### src/rtl/mult_seq_ctrl_pkg.sv
// ---------------------------------------------------------------------------
// mult_seq_ctrl_pkg
// Shared definitions for the sequenced wide multiplier: the width of one
// operand chunk (the native width of the small array multiplier), the
// controller state encoding and a helper for the chunk count.
// ---------------------------------------------------------------------------
package mult_seq_ctrl_pkg;

   // Width of one operand chunk, fixed by the 3x3 multiplier being shared.
   localparam int CHUNK = 3;

   // Controller state encoding.
   localparam logic [1:0] S_IDLE = 2'd0;
   localparam logic [1:0] S_RUN  = 2'd1;
   localparam logic [1:0] S_DONE = 2'd2;

   typedef enum logic [1:0] {
      IDLE = S_IDLE,
      RUN  = S_RUN,
      DONE = S_DONE
   } state_t;

   // Number of chunks an operand of the given width splits into.
   function automatic int chunkCount(input int width);
      return width / CHUNK;
   endfunction

endpackage

### src/rtl/mult_seq_ctrl_mul3.sv
// ---------------------------------------------------------------------------
// multiplier_3bit
// Purely combinational 3x3 unsigned array multiplier. This is the single
// shared arithmetic resource that mult_seq_ctrl time-multiplexes.
//
// Ports:
//   i_a  [2:0]  multiplicand chunk
//   i_b  [2:0]  multiplier chunk
//   o_p  [5:0]  unsigned product i_a * i_b
// ---------------------------------------------------------------------------
module multiplier_3bit
   import mult_seq_ctrl_pkg::*;
(
   input  logic [CHUNK-1:0]   i_a,
   input  logic [CHUNK-1:0]   i_b,
   output logic [2*CHUNK-1:0] o_p
);

   logic [2*CHUNK-1:0] w_row0;
   logic [2*CHUNK-1:0] w_row1;
   logic [2*CHUNK-1:0] w_row2;

   // Each row of the array is the multiplicand gated by one multiplier bit,
   // widened to the product width before being weighted by its bit position.
   assign w_row0 = {3'b000, i_a & {3{i_b[0]}}};
   assign w_row1 = {3'b000, i_a & {3{i_b[1]}}} << 1;
   assign w_row2 = {3'b000, i_a & {3{i_b[2]}}} << 2;

   // Summing the weighted rows gives the full product; 7*7=49 fits in 6 bits.
   assign o_p = w_row0 + w_row1 + w_row2;

endmodule

### src/rtl/mult_seq_ctrl.sv
// ---------------------------------------------------------------------------
// mult_seq_ctrl
// Computes an OPW x OPW unsigned product by walking every pair of 3-bit
// operand chunks through one shared 3x3 multiplier, shifting each partial
// product into place and accumulating it. One chunk pair per clock.
//
// Ports:
//   clk        rising-edge clock
//   rst        asynchronous active-high reset
//   in_valid   operand pair valid
//   in_ready   controller can accept operands (only in IDLE)
//   in_a       multiplicand, unsigned, OPW bits
//   in_b       multiplier, unsigned, OPW bits
//   out_valid  product valid (DONE)
//   out_ready  consumer accepts product
//   product    unsigned product, 2*OPW bits, held stable while in DONE
//   busy       high in RUN or DONE
// ---------------------------------------------------------------------------
module mult_seq_ctrl
   import mult_seq_ctrl_pkg::*;
#(
   parameter int OPW    = 6,
   parameter int STEP_W = 4
) (
   input  logic             clk,
   input  logic             rst,
   input  logic             in_valid,
   output logic             in_ready,
   input  logic [OPW-1:0]   in_a,
   input  logic [OPW-1:0]   in_b,
   output logic             out_valid,
   input  logic             out_ready,
   output logic [2*OPW-1:0] product,
   output logic             busy
);

   localparam int K         = chunkCount(OPW);
   localparam int LAST_STEP = K * K - 1;

   state_t              r_state;
   state_t              w_nextState;
   logic [OPW-1:0]      r_a;
   logic [OPW-1:0]      r_b;
   logic [2*OPW-1:0]    r_acc;
   logic [STEP_W-1:0]   r_step;

   logic                w_accept;
   logic                w_lastStep;
   logic [STEP_W-1:0]   w_iIdx;
   logic [STEP_W-1:0]   w_jIdx;
   int                  w_aShift;
   int                  w_bShift;
   logic [CHUNK-1:0]    w_aChunk;
   logic [CHUNK-1:0]    w_bChunk;
   logic [2*CHUNK-1:0]  w_pp;
   logic [2*OPW-1:0]    w_ppAligned;

   // The step counter walks the multiplicand chunk fastest: i = s mod K
   // selects the chunk of a, j = s div K selects the chunk of b.
   assign w_iIdx     = r_step % STEP_W'(K);
   assign w_jIdx     = r_step / STEP_W'(K);
   assign w_aShift   = CHUNK * int'(w_iIdx);
   assign w_bShift   = CHUNK * int'(w_jIdx);
   assign w_aChunk   = CHUNK'(r_a >> w_aShift);
   assign w_bChunk   = CHUNK'(r_b >> w_bShift);
   assign w_lastStep = (r_step == STEP_W'(LAST_STEP));
   assign w_accept   = in_ready && in_valid;

   // The shared multiplier is combinational, so its partial product is
   // consumed in the same cycle the chunks are selected.
   multiplier_3bit u_mul3 (
      .i_a (w_aChunk),
      .i_b (w_bChunk),
      .o_p (w_pp)
   );

   // A partial product of chunks i and j carries weight 2^(3*(i+j)).
   assign w_ppAligned = (2*OPW)'(w_pp) << (w_aShift + w_bShift);

   // The accumulator doubles as the product register: it only changes in
   // IDLE-accept and RUN, so it is naturally held stable throughout DONE.
   assign product = r_acc;

   // State register.
   always_ff @(posedge clk or posedge rst) begin
      if (rst) begin
         r_state <= IDLE;
      end else begin
         r_state <= w_nextState;
      end
   end

   // Next-state and handshake decode. Operands are only taken in IDLE, so a
   // result handshake in DONE can never coincide with a new accept.
   always_comb begin
      w_nextState = r_state;
      in_ready    = 1'b0;
      out_valid   = 1'b0;
      busy        = 1'b0;
      case (r_state)
         IDLE: begin
            in_ready = 1'b1;
            if (in_valid) begin
               w_nextState = RUN;
            end
         end
         RUN: begin
            busy = 1'b1;
            if (w_lastStep) begin
               w_nextState = DONE;
            end
         end
         DONE: begin
            busy      = 1'b1;
            out_valid = 1'b1;
            if (out_ready) begin
               w_nextState = IDLE;
            end
         end
         default: begin
            w_nextState = IDLE;
         end
      endcase
   end

   // Operand capture, step counting and accumulation. Every one of the K*K
   // steps runs even for zero operands; there is no early exit.
   always_ff @(posedge clk or posedge rst) begin
      if (rst) begin
         r_a    <= '0;
         r_b    <= '0;
         r_acc  <= '0;
         r_step <= '0;
      end else if (w_accept) begin
         r_a    <= in_a;
         r_b    <= in_b;
         r_acc  <= '0;
         r_step <= '0;
      end else if (r_state == RUN) begin
         r_acc  <= r_acc + w_ppAligned;
         r_step <= r_step + 1'b1;
      end
   end

endmodule

### config.mk
export PLATFORM = sky130hd
export DESIGN_NAME = mult_seq_ctrl
export DESIGN_NICKNAME = d
export VERILOG_FILES = /design/src/rtl/mult_seq_ctrl_pkg.sv /design/src/rtl/mult_seq_ctrl_mul3.sv /design/src/rtl/mult_seq_ctrl.sv
export SDC_FILE = /design/constraint.sdc
export NUM_CORES = 1
export LEC_CHECK = 0
export CORE_MARGIN = 2
export CORE_UTILIZATION = 56
export DETAILED_ROUTE_END_ITERATION = 16
export PLACE_DENSITY = 0.78
export REMOVE_ABC_BUFFERS = 1
export SYNTH_ARGS = -nofsm -noshare
export SYNTH_HDL_FRONTEND = slang
export SYNTH_HIERARCHICAL = 1
export SYNTH_SLANG_ARGS = --single-unit
### constraint.sdc
create_clock -name clk -period 9.6 [get_ports clk]
set_input_delay 0.96 -clock clk [delete_from_list [all_inputs] [get_ports clk]]
set_output_delay 0.96 -clock clk [all_outputs]
set_load 0.02 [all_outputs]
# Yosys cells after proc, flatten, opt, wreduce, memory -nomap -nowiden
# Cells that the tools add are included.
[classes] multipliers=2 n_bitwise=3 mux=11 n_shift=3 addsub=5 n_eq_ne=6 n_reduce_logical=5
[ops] cell="$mux 12" count=2
[ops] cell="$add 12x12->12" count=1
[ops] cell="$shl 6x6->12" count=1
[ops] cell="$and 3x3->3" count=3
[ops] cell="$mux 4" count=2
[ops] cell="$add 3x5->6" count=1
[ops] cell="$add 5x5->6" count=1
[ops] cell="$mux 2" count=3
[ops] cell="$ne 2x2->1 const B" count=3
[ops] cell="$pmux 2 s3" count=1
[ops] cell="$shr 6x3->3" count=1
[ops] cell="$shr 6x5->3" count=1
[ops] cell="$add 3x4->5" count=1
[ops] cell="$mul 2x3->5 const A" count=1
[ops] cell="$add 4x1->4 const B" count=1
[ops] cell="$eq 4x2->1 const B" count=1
[ops] cell="$mul 2x1->3 const A" count=1
[ops] cell="$mux 1" count=3
[ops] cell="$reduce_and 3->1" count=1
[ops] cell="$eq 2x1->1 const B" count=1
[ops] cell="$eq 2x2->1 const B" count=1
[ops] cell="$logic_not 2->1" count=1
[ops] cell="$reduce_bool 2->1" count=1
[ops] cell="$reduce_or 2->1" count=1
[ops] cell="$logic_and 1x1->1" count=1
[totals] wordCells=40 inputBits=16 regBits=30

# Depth between registers and ports, before layout
# Gate-level depths: netlist of run 1.
[depth] word_depth=9 ltp_mapped=20 ltp_nobuf=19

# Cells and area by module
# The synthesis of run 1 kept the hierarchy.
[modules_own_cells] mod="mult_seq_ctrl" cells_each=292 seq_area_each_um2=750.7 instances=1 area_per_inst_um2=2446.1
[modules_own_cells] mod="multiplier_3bit" cells_each=24 seq_area_each_um2=0.0 instances=1 area_per_inst_um2=196.4

# Worst setup path before layout of run 1
# OpenSTA, ideal clock, no wires.
[synth_path] path_kind="register to register" from="register r_step[0]" to="register r_acc[10] (netlist: product[10])" path_stages_with_launch=19 setup_slack_ns=5.378 arrival_ns=4.076 required_ns=9.454 synth_period_minus_slack_ns=4.222 path_buffers=1 cell_sequence="dfrtp_1 > clkbuf_1 > inv_1 > fa_1 > inv_1 > ha_1 > inv_1 > fa_1 > nor3b_2 > a31oi_2 > nor2_1 > ha_1 > fa_1 > a21o_1 > a21oi_2 > o211ai_1 > a31oi_1 > mux2i_1 > a211oi_2"
[synth_between] elab_chain_len=9
[synth_lines] element="start, declared" line_no="mult_seq_ctrl.sv:45" source="logic [STEP_W-1:0] r_step;"
[synth_lines] element="start signal, assigned" line_no="mult_seq_ctrl.sv:141" source="r_step <= r_step + 1'b1;"
[synth_lines] element="$mul 2x1->3 (*)" line_no="mult_seq_ctrl.sv:62" source="assign w_aShift = CHUNK * int'(w_iIdx);"
[synth_lines] element="$shr 6x3->3" line_no="mult_seq_ctrl.sv:64" source="assign w_aChunk = CHUNK'(r_a >> w_aShift);"
[synth_lines] element="$and 3x3->3 (on tied branches)" line_no="mult_seq_ctrl_mul3.sv:25, mult_seq_ctrl_mul3.sv:26"
[synth_lines] element="$add 3x4->5" line_no="mult_seq_ctrl_mul3.sv:30" source="assign o_p = w_row0 + w_row1 + w_row2;"
[synth_lines] element="$add 5x5->6" line_no="mult_seq_ctrl_mul3.sv:30"
[synth_lines] element="$shl 6x6->12 (*)" line_no="mult_seq_ctrl.sv:78" source="assign w_ppAligned = (2*OPW)'(w_pp) << (w_aShift + w_bShift);"
[synth_lines] element="$add 12x12->12 (*)" line_no="mult_seq_ctrl.sv:140" source="r_acc <= r_acc + w_ppAligned;"
[synth_lines] element="$mux 12 (*)" line_no="mult_seq_ctrl.sv:139" source="end else if (r_state == RUN) begin"
[synth_lines] element="$mux 12 (*)" line_no="mult_seq_ctrl.sv:134" source="end else if (w_accept) begin"
[synth_lines] element="end signal, assigned" line_no="mult_seq_ctrl.sv:140"
[synth_lines] element="end, declared" line_no="mult_seq_ctrl.sv:44" source="logic [2*OPW-1:0] r_acc;"
# Every way passes the cells marked *; elsewhere a longest branch is shown, timed or not. The select of a mux whose other input is x is not followed.
# A chain may end at the register's enable or synchronous reset.

# Worst setup path after layout of run 1
# Ends and elaborated chain as after synthesis.

==> results.cfg, run 1 <==
[clock_network]
cts_buffers = 5
cts_buffer_depth = 2
clock_latency_ns = 0.29
postCtsHoldBufs = 0
postCtsResizedCells = 0
root_buffer = clkbuf_8
post_cts_buffers = 0
h-tree-depth = 2
clock_sinks = 30
clk_pin_slew_ns = 0.07
cts_tree = done

[timing]
slew_violations = 0
hold_viol = 0
slew-limit-headroom = 0.553
fmax_mhz = 218
skew_ns = 0.00330
finalSetupTns_ns = 0
setup_violations = 0
post-route-min-period_ns = 4.59
rsz0062_at_grt = no
worst_slew_pin_slew_ns = 0.669
period_share = 0.479

[setup_path]
cp_slowest_cell = dfrtp_1
worstPathRequired_ns = 9.76
cpPeakStageDelay_ns = 0.48
critPathTopFamily = adder cells
worstPathMaxFanout = 10
criticalPathCategory = reg2reg
r2r_slack_ns = 5.01
startpoint_type = flop
cp-end-kind = flop
crit_chain = inv_1 -> fa_1 -> inv_1 -> ha_1 -> inv_1 -> fa_1 -> nor3b_2 -> a31oi_2 -> nor2_1 -> ha_1 -> fa_1 -> a21o_1 -> a21oi_2 -> o211ai_1 -> a31oi_1 -> mux2i_1 -> a211oi_2
arrival_ns = 4.75
critPathBufInv = 3

[hold_path]
hold_path.class = reg2reg

[floorplanning]
start_util = 0.595
num_io_pins = 31
die_y_um = 72.7
fp.dieW_um = 72.7
dieArea_mm2 = 0.00528
rows = 24
core_mm2 = 0.00444

[yosys]
yosys_warnings = 6
synth-seq-cells = 30
synth_edf_count = 0
syn-cell-area_mm2 = 0.00264
synth-main-ff-cell = dfrtp_1
synth_cell_types = 52
syn_area_per_cell_um2 = 8.36
synth-async-reset-ratio = 1.00
netlist_instances = 316
ys_seq_area_frac = 0.284

[place]
gp_congestion = 0.823
hpwlAfterDp_mm = 4.10
place_area_mm2 = 0.00297
io_buffer_count = 30

[global_routing]
antenna_found_initial = 0
grt_pass1_vias = 2235
grt_pass1_wl_mm = 9.60
grt_max_degree = 31
grt_util_all_layers = 0.229
grt_overflow_total = 0

[finish]
syn2layout_area_growth_pct = 15.9
regArea_um2 = 751
drive_above_1_share = 0.0760
final_common_cell = nand2_1
final_area_mm2 = 0.00306
multiInputGateArea_mm2 = 0.00176
final_cell_mix = nand2_1 (54), nor2_1 (32), clkdlybuf4s50_1 (30), dfrtp_1 (30), ha_1 (26)
nets = 388
diodes = 0
fill_cells = 402

[routing]
drc = 0
firstDrtPassIters = 4
vias = 2266
drt_iter0_drc = 81
vias_per_cell = 5.75
antenna_left = 0
wl_per_cell_um = 14.0
wl_mm = 5.50

[outcome]
outcome = complete, no violations

[flow_run]
maxCapViolations = 0
synthesized netlist by cell type (7+ instances only):
library cell	number	area, um2
nand2_1	54	203
nor2_1	32	120
dfrtp_1	30	751
ha_1	26	325
inv_1	19	71.3
mux2i_1	18	180
a21oi_1	11	55.1
and2_1	10	62.6
clkbuf_1	10	37.5
nor3_1	10	50.1
o21ai_0	7	35.0
cell families after synthesis:
kind of cell             share of synthesized area
AO/OA/AOI/OAI                                0.141
multiplexers                                0.0895
adder cells (fa/ha/maj)                      0.161
AND/OR/NAND/NOR                              0.244
flip-flops                                   0.284
XOR/XNOR                                    0.0298
buffers and inverters                       0.0511
final timing paths:
check | start | to | depth (start not counted)
setup / recovery | r_step[0]$_DFFE_PP0P_ | product[10]$_DFFE_PP0P_ | 17
hold / removal | r_a[2]$_DFFE_PP0P_ | r_a[2]$_DFFE_PP0P_ | 2
setup reg to reg | r_step[0]$_DFFE_PP0P_ | product[10]$_DFFE_PP0P_ | 17
hold reg to reg | r_a[2]$_DFFE_PP0P_ | r_a[2]$_DFFE_PP0P_ | 2
max in group asynchronous | rst | product[11]$_DFFE_PP0P_ | 3
min in group asynchronous | rst | r_b[1]$_DFFE_PP0P_ | 3
through the flow:
stage	setup WS [ns]	hold WS, ns	util	instances
finish	5.01	0.474	0.689	394
global route	4.70	0.505	0.689	394
CTS	5.01	0.481	0.689	394
detailed placement	5.00	0.463	0.668	386
global placement	5.09	0.459	0.668	386
floorplan	5.47	0.440	-	301
cell type report:
cell class	instances	area share
Tap cell	52	0.0213
Timing Repair Buffer	33	0.105
Clock buffer	7	0.0282
Clock inverter	1	0.00163
Sequential cell	30	0.245
Inverter	20	0.0245
Multi-Input combinational cell	251	0.574
per-layer routing:
| metal | track usage | share of wire | up-vias |
|---|---|---|---|
| met5 | 0 | 0 | - |
| met4 | 0.0700 | 0.019 | 0 |
| met3 | 0.0442 | 0.032 | 9 |
| met2 | 0.425 | 0.51 | 51 |
| met1 | 0.265 | 0.44 | 1062 |
| li1 | - | - | 1144 |
registers in the layout, indices dropped and copies added, names as in the netlist:
name,count
product,12
r_a,6
r_b,6
r_state,2
r_step,4
worst reg2reg max path, cell delays in order (launching register included):
cell	delay [ns]
dfrtp_1	0.48
inv_1	0.12
fa_1	0.48
inv_1	0.06
ha_1	0.16
inv_1	0.05
fa_1	0.48
nor3b_2	0.21
a31oi_2	0.44
nor2_1	0.12
ha_1	0.25
fa_1	0.41
a21o_1	0.21
a21oi_2	0.21
o211ai_1	0.18
a31oi_1	0.26
mux2i_1	0.25
a211oi_2	0.09
Power of run 1 is not shown: default switching activity piles up to over one toggle a cycle in this logic, so the estimate is an artifact.
==> run 2: changes to the inputs <==
Settings changed: CORE_UTILIZATION 56 to 51, PLACE_DENSITY 0.78 to 0.75.
Clock period 9.6 ns to 4 ns, I/O delays scaled along.
==> results.cfg, run 2 (same netlist as run 1, synthesis figures left out) <==
[outcome]
outcome = finished, violations left
violations = negative setup slack

[global_routing]
grt_overflow_total = 0
grt_util_all_layers = 0.234
grt_pass1_vias = 2480
grt_max_degree = 31
antenna_found_initial = 0
grt_pass1_wl_mm = 11.1

[timing]
skew_ns = 0.00937
worst_slew_pin_slew_ns = 0.536
period_share = 1.06
slew-limit-headroom = 0.643
post-route-min-period_ns = 4.24
setup_violations = 6
setup_slack_ns = -0.235
slew_violations = 0
fmax_mhz = 236
hold_viol = 0
rsz0062_at_grt = yes

[place]
preCtsSetupSlack_ns = -0.221
gp_congestion = 0.859
hpwlAfterDp_mm = 4.40
io_buffer_count = 30
place_area_mm2 = 0.00321

[clock_network]
cts_tree = done
clk_pin_slew_ns = 0.07
clock_sinks = 30
clock_latency_ns = 0.29
cts_buffers = 5
h-tree-depth = 2
root_buffer = clkbuf_8
cts_buffer_depth = 2

[routing]
vias_per_cell = 5.43
wl_mm = 6.61
vias = 2477
wl_per_cell_um = 14.5
antenna_left = 0
drt_iter0_drc = 184
firstDrtPassIters = 4
drc = 0

[finish]
final_cell_mix = nand2_1 (52), buf_4 (43), nor2_1 (30), clkdlybuf4s50_1 (30), dfrtp_1 (28)
final_util = 0.726
final_common_cell = nand2_1
largest_reg_flops = 12
diodes = 0
final_area_mm2 = 0.00366
nets = 432
syn2layout_area_growth_pct = 38.6
drive_above_1_share = 0.285

[setup_path]
crit_chain = mux2i_1 -> nor3_2 -> and2_4 -> fa_1 -> ha_2 -> inv_2 -> fa_2 -> xnor2_2 -> mux2i_1 -> nand2_1 -> o21ai_1 -> o31ai_2 -> ha_1 -> buf_4 -> o21a_1 -> a21o_1 -> nor4bb_1 -> a311oi_1 -> nand4_1
worstPathRequired_ns = 4.22
arrival_ns = 4.46
critPathBufInv = 2
cp_slowest_cell = fa_1
cpMostUsedCell = mux2i_1
critPathTopFamily = adder cells
worstPathMaxFanout = 5
startpoint_type = flop
cpPeakStageDelay_ns = 0.54
criticalPathCategory = reg2reg
cp-end-kind = flop

[floorplanning]
fp.dieW_um = 76.0
num_io_pins = 31
start_util = 0.524
die_y_um = 76.0
dieArea_mm2 = 0.00577
core_mm2 = 0.00504
rows = 26

[flow_run]
maxCapViolations = 0

[hold_path]
hold_path.class = reg2reg
[run 2: final cells by class]
cell class	instances	area, um2
tap	70	87.6
fill	361	1380
multi-input combinational	251	1970
timing repair buffer	77	668
inverter	20	75.1
sequential	30	753
clock buffer	8	110
[run 2: worst paths after layout]
path,startpoint,to,cells past startpoint,slack (ns)
setup / recovery,r_step[1]$_DFFE_PP0P_,product[11]$_DFFE_PP0P_,19,-0.24
setup reg to reg,r_step[1]$_DFFE_PP0P_,product[11]$_DFFE_PP0P_,19,-0.24
hold / removal,r_a[0]$_DFFE_PP0P_,r_a[0]$_DFFE_PP0P_,2,0.47
hold reg to reg,r_a[0]$_DFFE_PP0P_,r_a[0]$_DFFE_PP0P_,2,0.47
min in group asynchronous,rst,r_step[2]$_DFFE_PP0P_,3,0.49
max in group asynchronous,rst,r_step[0]$_DFFE_PP0P_,3,3.19
[run 2: repair_timing]
| action | CTS | global route |
|---|---|---|
| endpoints found under the hold margin | 0 | 0 |
| setup buffers | 10 | 5 |
| pin swaps | 23 | 22 |
| gates resized for setup | 34 | 19 |
| hold buffers | 0 | 0 |
| gates cloned | 0 | 0 |
| endpoints found under the setup margin | 6 | 8 |
[run 2: routing by layer]
| metal | track usage | share of wire | vias to the layer above |
|---|---|---|---|
| met5 | 0 | 0 | - |
| met4 | 0.102 | 0.025 | 0 |
| met3 | 0.0379 | 0.035 | 16 |
| met2 | 0.424 | 0.51 | 52 |
| met1 | 0.274 | 0.43 | 1181 |
| li1 | - | - | 1228 |
[run 2: worst register-to-register path: cells and delay by family, from the launching register on]
family	cells	cell delay, ns
xor+xnor	1	0.17
flops	1	0.43
fa+ha+maj	4	1.39
compound gates	5	0.89
mux	2	0.36
buf+inv	2	0.19
simple gates	5	0.73
[run 2: stage by stage]
step	TNS, ns	hold WS [ns]	cells
after CTS	-0.192	0.479	451
after global routing	-2.29	0.494	456
after global placement	-0.235	0.463	433
final	-0.634	0.475	456
after floorplan	-0.234	0.440	301
after detailed placement	-0.552	0.462	433
Power of run 2 is left out for the same reason.
